### config.mk
export PLATFORM = sky130hd
export DESIGN_NAME = pipe_hazard_ctrl_flat
export DESIGN_NICKNAME = d
export VERILOG_FILES = /design/src/rtl/pipe_hazard_ctrl_if.sv /design/src/rtl/pipe_hazard_ctrl.sv /design/src/flat_wrapper.sv
export SDC_FILE = /design/constraint.sdc
export NUM_CORES = 1
export LEC_CHECK = 0
export BUFFER_PORTS_ARGS = -buffer_cell sky130_fd_sc_hd__buf_2
export CAP_MARGIN = 20
export CELL_PAD_IN_SITES_DETAIL_PLACEMENT = 0
export CELL_PAD_IN_SITES_GLOBAL_PLACEMENT = 1
export CORE_UTILIZATION = 27
export CTS_CLUSTER_DIAMETER = 50
export DETAILED_ROUTE_END_ITERATION = 8
export GPL_ROUTABILITY_DRIVEN = 0
export PLACE_DENSITY_LB_ADDON = 0.1
export SYNTH_ARGS = -nofsm -noshare
export SYNTH_HDL_FRONTEND = slang
export SYNTH_SLANG_ARGS = --single-unit
### constraint.sdc
create_clock -name clk -period 1.32 [get_ports clk]
set_input_delay 0 -clock clk [delete_from_list [all_inputs] [get_ports clk]]
set_output_delay 0 -clock clk [all_outputs]
set_load 0.005 [all_outputs]
### src/rtl/pipe_hazard_ctrl_if.sv
// Hazard controller bus: pipeline register fields in, stall/flush/forward controls out.
interface pipe_hazard_ctrl_if;
  logic [4:0] rs1_D;
  logic [4:0] rs2_D;
  logic [4:0] rs1_E;
  logic [4:0] rs2_E;
  logic [4:0] rd_E;
  logic       memRead_E;
  logic       pc_src_E;
  logic [4:0] rd_M;
  logic       regWrite_M;
  logic       dmem_req_M;
  logic       dmem_ready;
  logic [4:0] rd_W;
  logic       regWrite_W;
  logic       StallF;
  logic       StallD;
  logic       StallE;
  logic       StallM;
  logic       FlushD;
  logic       FlushE;
  logic       FlushW;
  logic [1:0] fwdA_E;
  logic [1:0] fwdB_E;
  logic       mem_err;

  modport master (
    output rs1_D, rs2_D, rs1_E, rs2_E, rd_E, memRead_E, pc_src_E,
           rd_M, regWrite_M, dmem_req_M, dmem_ready, rd_W, regWrite_W,
    input  StallF, StallD, StallE, StallM, FlushD, FlushE, FlushW,
           fwdA_E, fwdB_E, mem_err
  );

  modport slave (
    input  rs1_D, rs2_D, rs1_E, rs2_E, rd_E, memRead_E, pc_src_E,
           rd_M, regWrite_M, dmem_req_M, dmem_ready, rd_W, regWrite_W,
    output StallF, StallD, StallE, StallM, FlushD, FlushE, FlushW,
           fwdA_E, fwdB_E, mem_err
  );
endinterface

### src/rtl/pipe_hazard_ctrl.sv
// RV32I 5-stage hazard/forwarding controller with data-memory wait FSM.
// Optional HAZ_PERF_CNT_EN adds saturating stall_cycles/flush_events counters.
module pipe_hazard_ctrl #(
  parameter int unsigned MEM_TIMEOUT = 15
`ifdef HAZ_PERF_CNT_EN
  , parameter int unsigned CNT_W = 16
`endif
) (
  input logic               clk,
  input logic               rst_n,
  pipe_hazard_ctrl_if.slave hz
`ifdef HAZ_PERF_CNT_EN
  , output logic [CNT_W-1:0] stall_cycles,
  output logic [CNT_W-1:0]   flush_events
`endif
);

  typedef enum logic [1:0] {RUN, MEMWAIT, ABORT} state_e;

  localparam logic [7:0] TIMEOUT = 8'(MEM_TIMEOUT);

  state_e     state_q, state_d;
  logic [7:0] wait_cnt_q, wait_cnt_d;

  logic       stall_f, stall_d, stall_e, stall_m;
  logic       flush_d, flush_e, flush_w;
  logic [1:0] fwd_a, fwd_b;
  logic       mem_err;
  logic       mem_wait, load_use, eval_haz;

  function automatic logic [1:0] fwd_sel(input logic we_m, input logic [4:0] rd_m,
                                         input logic we_w, input logic [4:0] rd_w,
                                         input logic [4:0] rs);
    if (we_m && (rd_m != 5'd0) && (rd_m == rs)) return 2'b10;
    if (we_w && (rd_w != 5'd0) && (rd_w == rs)) return 2'b01;
    return 2'b00;
  endfunction

  // Mealy stall/flush/forward decode and next-state selection
  always_comb begin
    state_d    = state_q;
    wait_cnt_d = wait_cnt_q;
    stall_f    = 1'b0;
    stall_d    = 1'b0;
    stall_e    = 1'b0;
    stall_m    = 1'b0;
    flush_d    = 1'b0;
    flush_e    = 1'b0;
    flush_w    = 1'b0;
    mem_err    = 1'b0;
    eval_haz   = 1'b0;
    mem_wait   = hz.dmem_req_M && !hz.dmem_ready;
    load_use   = hz.memRead_E && (hz.rd_E != 5'd0) &&
                 ((hz.rd_E == hz.rs1_D) || (hz.rd_E == hz.rs2_D));
    fwd_a      = fwd_sel(hz.regWrite_M, hz.rd_M, hz.regWrite_W, hz.rd_W, hz.rs1_E);
    fwd_b      = fwd_sel(hz.regWrite_M, hz.rd_M, hz.regWrite_W, hz.rd_W, hz.rs2_E);

    case (state_q)
      RUN: begin
        if (mem_wait) begin
          {stall_f, stall_d, stall_e, stall_m, flush_w} = '1;
          state_d    = MEMWAIT;
          wait_cnt_d = 8'd1;
        end else begin
          eval_haz = 1'b1;
        end
      end
      MEMWAIT: begin
        if (hz.dmem_ready) begin
          eval_haz   = 1'b1;
          state_d    = RUN;
          wait_cnt_d = '0;
        end else begin
          {stall_f, stall_d, stall_e, stall_m, flush_w} = '1;
          if (wait_cnt_q >= TIMEOUT) state_d = ABORT;
          else                       wait_cnt_d = wait_cnt_q + 8'd1;
        end
      end
      ABORT: begin
        mem_err    = 1'b1;
        flush_w    = 1'b1;
        eval_haz   = 1'b1;
        state_d    = RUN;
        wait_cnt_d = '0;
      end
      default: begin
        state_d    = RUN;
        wait_cnt_d = '0;
      end
    endcase

    // Branch wins over load-use; both only when no memory stall is active
    if (eval_haz) begin
      if (hz.pc_src_E) begin
        flush_d = 1'b1;
        flush_e = 1'b1;
      end else if (load_use) begin
        stall_f = 1'b1;
        stall_d = 1'b1;
        flush_e = 1'b1;
      end
    end

    if (!rst_n) begin
      {stall_f, stall_d, stall_e, stall_m, flush_d, flush_e, flush_w, mem_err} = '0;
      fwd_a = '0;
      fwd_b = '0;
    end
  end

  assign hz.StallF  = stall_f;
  assign hz.StallD  = stall_d;
  assign hz.StallE  = stall_e;
  assign hz.StallM  = stall_m;
  assign hz.FlushD  = flush_d;
  assign hz.FlushE  = flush_e;
  assign hz.FlushW  = flush_w;
  assign hz.fwdA_E  = fwd_a;
  assign hz.fwdB_E  = fwd_b;
  assign hz.mem_err = mem_err;

  // State and wait counter registers
  always_ff @(posedge clk) begin
    if (!rst_n) begin
      state_q    <= RUN;
      wait_cnt_q <= '0;
    end else begin
      state_q    <= state_d;
      wait_cnt_q <= wait_cnt_d;
    end
  end

`ifdef HAZ_PERF_CNT_EN
  // Saturating performance counters
  always_ff @(posedge clk) begin
    if (!rst_n) begin
      stall_cycles <= '0;
      flush_events <= '0;
    end else begin
      if (stall_f && !(&stall_cycles)) stall_cycles <= stall_cycles + 1'b1;
      if (flush_e && !(&flush_events)) flush_events <= flush_events + 1'b1;
    end
  end
`endif

endmodule

### src/flat_wrapper.sv
// flat-port wrapper written by rule: the top's interface ports become plain ports
module pipe_hazard_ctrl_flat 
#(
  parameter int unsigned MEM_TIMEOUT = 15

)
  (clk, rst_n, hz_rs1_D, hz_rs2_D, hz_rs1_E, hz_rs2_E, hz_rd_E, hz_memRead_E, hz_pc_src_E, hz_rd_M, hz_regWrite_M, hz_dmem_req_M, hz_dmem_ready, hz_rd_W, hz_regWrite_W, hz_StallF, hz_StallD, hz_StallE, hz_StallM, hz_FlushD, hz_FlushE, hz_FlushW, hz_fwdA_E, hz_fwdB_E, hz_mem_err);
  pipe_hazard_ctrl_if hz_i ();
  input logic clk;
  input logic rst_n;
  input wire logic [$bits(hz_i.rs1_D)-1:0] hz_rs1_D;
  input wire logic [$bits(hz_i.rs2_D)-1:0] hz_rs2_D;
  input wire logic [$bits(hz_i.rs1_E)-1:0] hz_rs1_E;
  input wire logic [$bits(hz_i.rs2_E)-1:0] hz_rs2_E;
  input wire logic [$bits(hz_i.rd_E)-1:0] hz_rd_E;
  input wire logic [$bits(hz_i.memRead_E)-1:0] hz_memRead_E;
  input wire logic [$bits(hz_i.pc_src_E)-1:0] hz_pc_src_E;
  input wire logic [$bits(hz_i.rd_M)-1:0] hz_rd_M;
  input wire logic [$bits(hz_i.regWrite_M)-1:0] hz_regWrite_M;
  input wire logic [$bits(hz_i.dmem_req_M)-1:0] hz_dmem_req_M;
  input wire logic [$bits(hz_i.dmem_ready)-1:0] hz_dmem_ready;
  input wire logic [$bits(hz_i.rd_W)-1:0] hz_rd_W;
  input wire logic [$bits(hz_i.regWrite_W)-1:0] hz_regWrite_W;
  output wire logic [$bits(hz_i.StallF)-1:0] hz_StallF;
  output wire logic [$bits(hz_i.StallD)-1:0] hz_StallD;
  output wire logic [$bits(hz_i.StallE)-1:0] hz_StallE;
  output wire logic [$bits(hz_i.StallM)-1:0] hz_StallM;
  output wire logic [$bits(hz_i.FlushD)-1:0] hz_FlushD;
  output wire logic [$bits(hz_i.FlushE)-1:0] hz_FlushE;
  output wire logic [$bits(hz_i.FlushW)-1:0] hz_FlushW;
  output wire logic [$bits(hz_i.fwdA_E)-1:0] hz_fwdA_E;
  output wire logic [$bits(hz_i.fwdB_E)-1:0] hz_fwdB_E;
  output wire logic [$bits(hz_i.mem_err)-1:0] hz_mem_err;
  assign hz_i.rs1_D = hz_rs1_D;
  assign hz_i.rs2_D = hz_rs2_D;
  assign hz_i.rs1_E = hz_rs1_E;
  assign hz_i.rs2_E = hz_rs2_E;
  assign hz_i.rd_E = hz_rd_E;
  assign hz_i.memRead_E = hz_memRead_E;
  assign hz_i.pc_src_E = hz_pc_src_E;
  assign hz_i.rd_M = hz_rd_M;
  assign hz_i.regWrite_M = hz_regWrite_M;
  assign hz_i.dmem_req_M = hz_dmem_req_M;
  assign hz_i.dmem_ready = hz_dmem_ready;
  assign hz_i.rd_W = hz_rd_W;
  assign hz_i.regWrite_W = hz_regWrite_W;
  assign hz_StallF = hz_i.StallF;
  assign hz_StallD = hz_i.StallD;
  assign hz_StallE = hz_i.StallE;
  assign hz_StallM = hz_i.StallM;
  assign hz_FlushD = hz_i.FlushD;
  assign hz_FlushE = hz_i.FlushE;
  assign hz_FlushW = hz_i.FlushW;
  assign hz_fwdA_E = hz_i.fwdA_E;
  assign hz_fwdB_E = hz_i.fwdB_E;
  assign hz_mem_err = hz_i.mem_err;
  pipe_hazard_ctrl #(.MEM_TIMEOUT(MEM_TIMEOUT)) u_core (.clk(clk), .rst_n(rst_n), .hz(hz_i));
endmodule
Word-level counts from Yosys, hierarchy flattened
Cells that the tools add are included.

cells by class
  mux-type cells = 46
  equal/unequal tests = 11
  bitwise gates (word level) = 0
  reduce and logical (&&, ||, !) cells = 17
  order comparisons = 1
  shift-type cells = 0
  div/mod/pow operators = 0
  multipliers = 0
  $add $sub $neg = 1

operators with widths
  kind                   count
  $eq A5 B5 Y1           6
  $mux W2                13
  $mux W1                25
  $mux W8                3
  $pmux W8 S2            1
  $reduce_bool A5 Y1     3
  $logic_and A1 B1 Y1    9
  $add A8 B1 Y8 const B  1
  $ge A8 B4 Y1 const B   1
  $pmux W1 S3            2
  $pmux W2 S2            1
  $reduce_and A2 Y1      2
  $ne A3 B2 Y1 const B   1
  $ne A3 B3 Y1 const B   1
  $eq A2 B1 Y1 const B   1
  $eq A2 B2 Y1 const B   1
  $logic_not A2 Y1       1
  $ne A2 B1 Y1 const B   1
  $pmux W1 S2            1
  $logic_not A1 Y1       1
  $logic_or A1 B1 Y1     1

word-level totals
  register bits after elaboration = 10
  word-level logic and storage cells = 78
  bits in latches = 0
  memory bits (read-only) = 0
  memory bits (writable) = 0
  bits of input ports = 43
  memories kept = 0
  output and inout bits = 12

Depth between registers and ports, before layout
Gate-level depths: netlist of run 1.

  depth after elaboration = 8
  gate-level depth with buffers = 6
  depth with buffers taken out = 5

Least setup slack after synthesis of run 1
OpenSTA, ideal clock, no wires.

  kind = register to register
  start point = reg u_core.wait_cnt_q[7]
  end point = reg u_core.wait_cnt_q[0]
  required time = 1,250 ps
  buffers on the path = 0
  setup time = 70 ps
  clock period less this slack = 1,438 ps
  arrival = 1,368 ps
  slack = -118 ps
  stages on the path, launching flop included = 5
  cell sequence = dfxtp_1 nor4_4 a211oi_2 or4b_1 a21boi_1

between the ends
  longest elaborated chain between the ends = 3

RTL lines
  item                                line                     RTL
  from (decl)                         pipe_hazard_ctrl.sv:23   logic [7:0] wait_cnt_q, wait_cnt_d;
  from (signal assigned)              pipe_hazard_ctrl.sv:129  wait_cnt_q <= wait_cnt_d;
  $ge A8 B4 Y1                        pipe_hazard_ctrl.sv:75   if (wait_cnt_q >= TIMEOUT) state_d = ABORT;
  $ne A3 B3 Y1 (no source line)       -
  $reduce_and A2 Y1 (no source line)  -

No other way between the ends.
A chain may end at the register's enable or synchronous reset.

Final worst setup path of run 1
  start point = reg u_core.wait_cnt_q[6]
  end point = reg u_core.wait_cnt_q[0]

Same word-level chain as after synthesis.

==> results of run 1 <==
==> layer usage <==
metal / GRT usage, % / up-vias / share of wire, %
met1: 16.2 / 504 / 42
met5: 0 / - / 0
met3: 5.59 / 2 / 7.3
met4: 2.86 / 0 / 0.36
met2: 25.1 / 36 / 50
li1: - / 576 / -
==> flip-flops by register name (all words and copies together), names as in the netlist <==
register,cells
u_core.state_q,2
u_core.wait_cnt_q,8
==> how the worst max path moves through the flow <==
stage                                                  from                           endpoint  slack [ns]  cells after the start
after floorplan           u_core.wait_cnt_q[6]$_SDFFE_PN0P_  u_core.wait_cnt_q[0]$_SDFFE_PN0P_       -0.11                      4
after CTS                 u_core.wait_cnt_q[7]$_SDFFE_PN0P_  u_core.wait_cnt_q[3]$_SDFFE_PN0P_       -0.22                      4
after global routing      u_core.wait_cnt_q[6]$_SDFFE_PN0P_  u_core.wait_cnt_q[0]$_SDFFE_PN0P_       -0.29                      4
after detailed placement  u_core.wait_cnt_q[6]$_SDFFE_PN0P_  u_core.wait_cnt_q[0]$_SDFFE_PN0P_       -0.24                      4
after global placement    u_core.wait_cnt_q[6]$_SDFFE_PN0P_  u_core.wait_cnt_q[0]$_SDFFE_PN0P_       -0.18                      4
final                     u_core.wait_cnt_q[6]$_SDFFE_PN0P_  u_core.wait_cnt_q[0]$_SDFFE_PN0P_       -0.22                      4
==> metrics by stage <==
step,std cells,area [sq um]
final,241,1630
after detailed placement,232,1420
after CTS,241,1550
after global placement,232,1420
after floorplan,117,975
after global routing,241,1630
==> logic make-up (layout without fill, tap and decap cells) <==
logic type,count (synthesis),in the layout,synth area share [%]
compound gates,21,21,15.6
fa+ha+maj,1,1,1.29
xor+xnor,30,30,27.0
flops,10,10,20.6
mux,2,2,2.06
buf+inv,8,86,4.88
simple gates,45,45,28.7
==> worst min-delay path: cells and delay by family <==
family                 cells  cell delay (ns)
buffers and inverters      2             0.27
AO/OA/AOI/OAI              1             0.11
==> final cells by class <==
class	instances	area [sq um]	area share (%)
clock buffer	4	36.3	2.23
inverter	3	11.3	0.692
multi-input combinational	99	828	50.9
sequential	10	210	12.9
tap	46	57.6	3.54
timing repair buffer	79	484	29.7
==> cell usage after synthesis (2+ instances only) <==
cell,count,area (sq um)
mux2i_1,2,20.0
a21boi_1,3,22.5
and2_1,5,31.3
nand2_1,4,15.0
or4_1,6,45.0
nor2b_1,2,12.5
nand2b_1,2,12.5
o21ai_0,4,20.0
nor2_1,5,18.8
buf_2,2,10.0
nand3_1,4,20.0
xnor2_1,6,52.6
inv_1,3,11.3
xor2_1,24,210
nor3_1,5,25.0
buf_4,2,15.0
nor4_1,4,25.0
nor3b_1,3,22.5
dfxtp_1,10,200
o31ai_1,2,15.0
==> power breakdown <==
part           switching, mW  internal (mW)  leakage [nW]  total (mW)
logic                  0.150          0.162         0.647       0.312
registers            0.00386          0.303        0.0835       0.307
clock network          0.112          0.168        0.0210       0.279
total                  0.266          0.632         0.752       0.898
==> timing repair <==
item,4_1_cts,5_1_grt
hold endpoints to repair,0,0
gates resized for setup,17,14
buffers inserted,5,0
setup endpoints to repair,15,16
pin swaps,10,13
==> key figures, run 1 <==
Status
  – Status: finished, violations left
  – Failing checks: negative setup slack

Route
  – DRT iter0 DRCs: 33
  – # DRC: 0
  – DRT Pass-1 Iters: 4
  – ANT nets after route: 0
  – Vias/cell: 4.64
  – Wire per inst: 11.7 microns
  – Vias: 1118
  – DRT Wirelength: 2.81 mm

Power and ir drop
  – Leak: 0.752 nW
  – Max IR drop VDD: 0.327 mV
  – Power Density: 551 mW/mm^2
  – Final total power: 0.898 mW

Worst hold path
  – Hold path startpoint: rst_n
  – Tightest Hold Check Type: in2reg
  – Worst Hold End: u_core.wait_cnt_q[4]$_SDFFE_PN0P_
  – Hold path depth: 3

Setup path
  – Worst path max stage delay: 0.52 ns
  – CP Launch Type: register
  – Top delay family on crit path: simple AND/OR/NAND/NOR gates
  – WP buf/inv: 0
  – Arr. time, crit path: 1.74 ns
  – WP data required: 1.52 ns
  – Reg-to-Reg End: u_core.wait_cnt_q[0]$_SDFFE_PN0P_
  – Endpoint class of the critical path: register
  – Crit Reg-Reg Startpoint: u_core.wait_cnt_q[6]$_SDFFE_PN0P_
  – Cell chain of the critical path: nor4_4 -> a211oi_4 -> or4b_1 -> a21boi_1
  – Critical path type: reg2reg
  – FF-to-FF setup slack: -0.22 ns
  – CP max stage cell: or4b_1
  – Crit path max fanout: 5
  – Cell count of the worst reg-to-reg path: 4

Synthesis
  – Yosys warnings: 0
  – Mean cell area of the mapped netlist: 8.32 sq um
  – Sequential share of the synthesized area: 20.6%
  – Syn Nets: 161
  – Synth Flop Type: dfxtp_1
  – Synthesized netlist cell count: 117
  – Post-synth EDFFs: 0
  – Synth Cell Area: 973 sq um
  – Unique masters post-synth: 39
  – Seq cells post-synth: 10
  – Share of flip-flops with an asynchronous set or reset: 0%

Timing
  – Rel. slew slack: 67.9%
  – Slew @ Worst Pin: 0.473 ns
  – Hold WS: 0.165 ns
  – Final Hold Fails: 0
  – RSZ-0062 raised after global routing: yes
  – Final worst setup slack: -0.223 ns
  – Setup TNS: -1.06 ns
  – Period Utilization, post-route: 117%
  – Period minus WS final: 1.54 ns
  – Slew Limit Fails: 0
  – FMAX: 0.648 GHz
  – Final setup viols: 9
  – Worst clock skew: 0.00102 ns

GRT
  – GRT Total Usage: 14.2%
  – Vias in the first global route: 959
  – Remaining global-route overflow: 0
  – Initial antenna violation count: 0
  – First-pass GRT wire length: 3.95 mm
  – Largest net degree at the start of global routing: 11

Clock network
  – Hold-fix buffers, CTS: 0
  – CTS tree: built
  – Worst-Skew Late Latency: 0.27 ns
  – CTS sink count: 10
  – Number of H-tree levels: 1
  – Reg clk slew, reported paths: 0.07 ns
  – TritonCTS buffer count: 3
  – Clock buffer depth: 2
  – Root Driver: clkbuf_4

Final layout
  – Most frequent cells in the layout: 51 x buf_2, 24 x xor2_1, 23 x buf_4, 6 x xnor2_1, 6 x dfxtp_1
  – Layout cells sized above 1: 53.3%
  – Fin util: 48.0%
  – Commonest non-fill, non-tap cell in the layout: buf_2
  – N_diodes: 0
  – FILL cells: 362
  – Nets: 240
  – Area added between synthesis and finish: 67.2%

Floorplan
  – Ports: 55
  – Die area: 0.00385 sq mm
  – Num rows: 21
  – Initial core utilization: 28.7%
  – Die H: 62.0 microns
  – Die span in x: 62.0 microns
  – Placeable core region: 0.00339 sq mm

Placed design
  – IO buf count: 54
  – DP Wirelength: 2.30 mm
  – Setup WS pre-CTS: -0.242 ns

Run
  – Max_cap viols: 0
Note: power is estimated with default switching activity, not from simulation.
==> run 2, diff against run 1 <==
CORE_UTILIZATION = 32   (was 27)
clock period = 1.9 ns   (was 1.32 ns; I/O delays follow)
==> run 2 against run 1 <==
  * The flow finishes with violations (design-rule violations)
  * Setup slack better by 0.55 ns
  * Worst hold slack got worse by 0.081 ns
  * First-iteration DRC count is 39% higher
  * Clock skew rose by 0.0032 ns
  * Total power is 41% lower
  * Non-clock buffer count is 24 lower
  * Combinational power fell by 46%
  * Maximum frequency down 2.1%
  * Die area shrank 15%
  * Wire length decreased by 12%
  * Global-route usage increased by 1.4 points
  * Via count is 11% lower
==> key figures, run 2 (same netlist as run 1, synthesis figures left out) <==
Clock network
  – Number of H-tree levels: 1 (unchanged)
  – Postcts setup bufs: 0 (was 5)
  – TritonCTS buffer count: 3 (unchanged)
  – Clock buffer depth: 2 (unchanged)
  – Reg clk slew, reported paths: 0.06 ns (was 0.07 ns)
  – Root Driver: clkbuf_4 (unchanged)
  – CTS tree: built (unchanged)
  – CTS sink count: 10 (unchanged)
  – Worst-Skew Late Latency: 0.26 ns (was 0.27 ns)

Route
  – DRT iter0 DRCs: 46 (was 33)
  – # DRC: 4 (was 0)
  – Wire per inst: 12.3 microns (was 11.7 microns)
  – DRT Wirelength: 2.47 mm (was 2.81 mm)
  – Vias/cell: 4.97 (was 4.64)
  – Vias: 998 (was 1118)
  – DRT Pass-1 Iters: 6 (was 4)
  – ANT nets after route: 0 (unchanged)

Final layout
  – Most frequent cells in the layout: 54 x buf_2, 24 x xor2_1, 9 x dfxtp_1, 6 x or4_1, 6 x xnor2_1 (was 51 x buf_2, 24 x xor2_1, 23 x buf_4, 6 x xnor2_1, 6 x dfxtp_1)
  – Reg with most FFs: u_core.wait_cnt_q (unchanged)
  – Post-Layout Cell Count: 201 (was 241)
  – Fin util: 45.2% (was 48.0%)
  – FILL cells: 304 (was 362)
  – Nets: 216 (was 240)
  – N_diodes: 0 (unchanged)
  – Commonest non-fill, non-tap cell in the layout: buf_2 (unchanged)
  – Layout cells sized above 1: 37.1% (was 53.3%)
  – Largest regs: u_core.wait_cnt_q x8, u_core.state_q x2 (unchanged)
  – Area added between synthesis and finish: 31.2% (was 67.2%)
  – Max reg flops: 8 (unchanged)

Run
  – Max_cap viols: 0 (unchanged)

Floorplan
  – Initial core utilization: 34.4% (was 28.7%)
  – Ports: 55 (unchanged)
  – Die span in x: 57.2 microns (was 62.0 microns)
  – Die H: 57.2 microns (was 62.0 microns)
  – Die area: 0.00327 sq mm (was 0.00385 sq mm)
  – Placeable core region: 0.00283 sq mm (was 0.00339 sq mm)
  – Num rows: 19 (was 21)

GRT
  – Remaining global-route overflow: 0 (unchanged)
  – Vias in the first global route: 965 (was 959)
  – Initial antenna violation count: 0 (unchanged)
  – Largest net degree at the start of global routing: 12 (was 11)
  – First-pass GRT wire length: 3.97 mm (was 3.95 mm)
  – GRT Total Usage: 15.6% (was 14.2%)

Placed design
  – Placed insts: 198 (was 232)
  – DP Wirelength: 2.06 mm (was 2.30 mm)
  – Setup WS pre-CTS: 0.347 ns (was -0.242 ns)
  – IO buf count: 54 (unchanged)

Power and ir drop
  – Max IR drop VDD: 0.344 mV (was 0.327 mV)
  – Power Density: 412 mW/mm^2 (was 551 mW/mm^2)
  – Psw: 0.154 mW (was 0.266 mW)
  – Sequential Power Share: 41.3% (was 34.2%)
  – Leak: 0.592 nW (was 0.752 nW)
  – Int Pwr: 0.373 mW (was 0.632 mW)
  – Gate power share: 32.2% (was 34.7%)
  – Clock power share: 26.6% (was 31.1%)
  – Sw frac: 29.2% (was 29.6%)
  – Final total power: 0.527 mW (was 0.898 mW)

Timing
  – Period Utilization, post-route: 83.0% (was 117%)
  – Period minus WS final: 1.58 ns (was 1.54 ns)
  – Final setup viols: 0 (was 9)
  – Setup TNS: 0 ns (was -1.06 ns)
  – Slew Limit Fails: 0 (unchanged)
  – Worst clock skew: 0.00417 ns (was 0.00102 ns)
  – Rel. slew slack: 65.4% (was 67.9%)
  – Final worst setup slack: 0.324 ns (was -0.223 ns)
  – RSZ-0062 raised after global routing: no (was yes)
  – Slew @ Worst Pin: 0.514 ns (was 0.473 ns)
  – Final Hold Fails: 0 (unchanged)
  – FMAX: 0.634 GHz (was 0.648 GHz)

Status
  – Failing checks: design-rule violations (was negative setup slack)
  – Status: finished, violations left (unchanged)

Worst hold path
  – Tightest Hold Check Type: in2reg (unchanged)

Setup path
  – CP max stage cell: dfxtp_1 (was or4b_1)
  – Arr. time, crit path: 1.73 ns (was 1.74 ns)
  – FF-to-FF setup slack: 0.32 ns (was -0.22 ns)
  – Crit path max fanout: 11 (was 5)
  – WP data required: 2.05 ns (was 1.52 ns)
  – Endpoint class of the critical path: register (unchanged)
  – Critical path type: reg2reg (unchanged)
  – Worst path max stage delay: 0.52 ns (about the same)
  – CP Launch Type: register (unchanged)
  – Cell chain of the critical path: nand2b_1 -> a211oi_2 -> nor3_1 -> o21a_1 (was nor4_4 -> a211oi_4 -> or4b_1 -> a21boi_1)
## run 2: cell count changes in the layout (fill, tap and decap cells not counted), moves of 2 or more
cell     change
buf_6        -5
and2_4       -2
dfxtp_1      +3
nor4_4       -2
and2_1       +2
buf_4       -22
buf_2        +3
dfxtp_4      -2
nor4_1       +3
## run 2: path summary, 6_finish.rpt
check,start,end,cells after the start
worst min register to register,u_core.wait_cnt_q[2]$_SDFFE_PN0P_,u_core.wait_cnt_q[2]$_SDFFE_PN0P_,2
worst min-delay path,rst_n,u_core.wait_cnt_q[4]$_SDFFE_PN0P_,2
worst max-delay path,u_core.state_q[0]$_SDFFE_PN0P_,u_core.wait_cnt_q[5]$_SDFFE_PN0P_,4
worst max register to register,u_core.state_q[0]$_SDFFE_PN0P_,u_core.wait_cnt_q[5]$_SDFFE_PN0P_,4
## run 2: metrics by stage
stage	cell area (sq um)	hold WS, ns
floorplan	973	0.0774
global placement	1250	0.278
detailed placement	1250	0.286
CTS	1280	0.0797
global route	1280	0.0969
finish	1280	0.0837
## run 2: metal layers
metal | vias to the layer above | GRT usage [%] | share of wire, %
met2 | 35 | 26.9 | 49
li1 | 526 | - | -
met5 | - | 0 | 0
met4 | 0 | 3.14 | 0.28
met3 | 2 | 4.76 | 6.1
met1 | 435 | 19.2 | 45
## run 2: area by class of cell
cell class / count / area [sq um] / area share [%]
Sequential cell: 10 / 201 / 15.8
Clock buffer: 3 / 22.5 / 1.76
Inverter: 3 / 11.3 / 0.881
Tap cell: 31 / 38.8 / 3.04
Timing Repair Buffer: 55 / 278 / 21.7
Multi-Input combinational cell: 99 / 726 / 56.8
## run 2: critical path, delay by kind of cell, from the launching register on
| family | cells | cell delay [ns] |
|---|---|---|
| flip-flops | 1 | 0.52 |
| AND/OR/NAND/NOR | 2 | 0.29 |
| AO/OA/AOI/OAI | 2 | 0.66 |
## run 2: timing repair
| item | in CTS | in global routing |
|---|---|---|
| resized for setup | 0 | 1 |
| endpoints found under the hold margin | 0 | 0 |
| hold buffers | 0 | 0 |
| setup endpoints to repair | 0 | 2 |
## run 2: power by group through the flow
| stage | sequential [mW] | combinational [mW] | clock, mW |
|---|---|---|---|
| finish | 0.217 | 0.169 | 0.140 |
| detailed placement | 0.222 | 0.170 | 0 |
| global route | 0.218 | 0.188 | 0.159 |
| CTS | 0.217 | 0.171 | 0.145 |
| floorplan | 0.219 | 0.0882 | 0 |
| global placement | 0.222 | 0.168 | 0 |
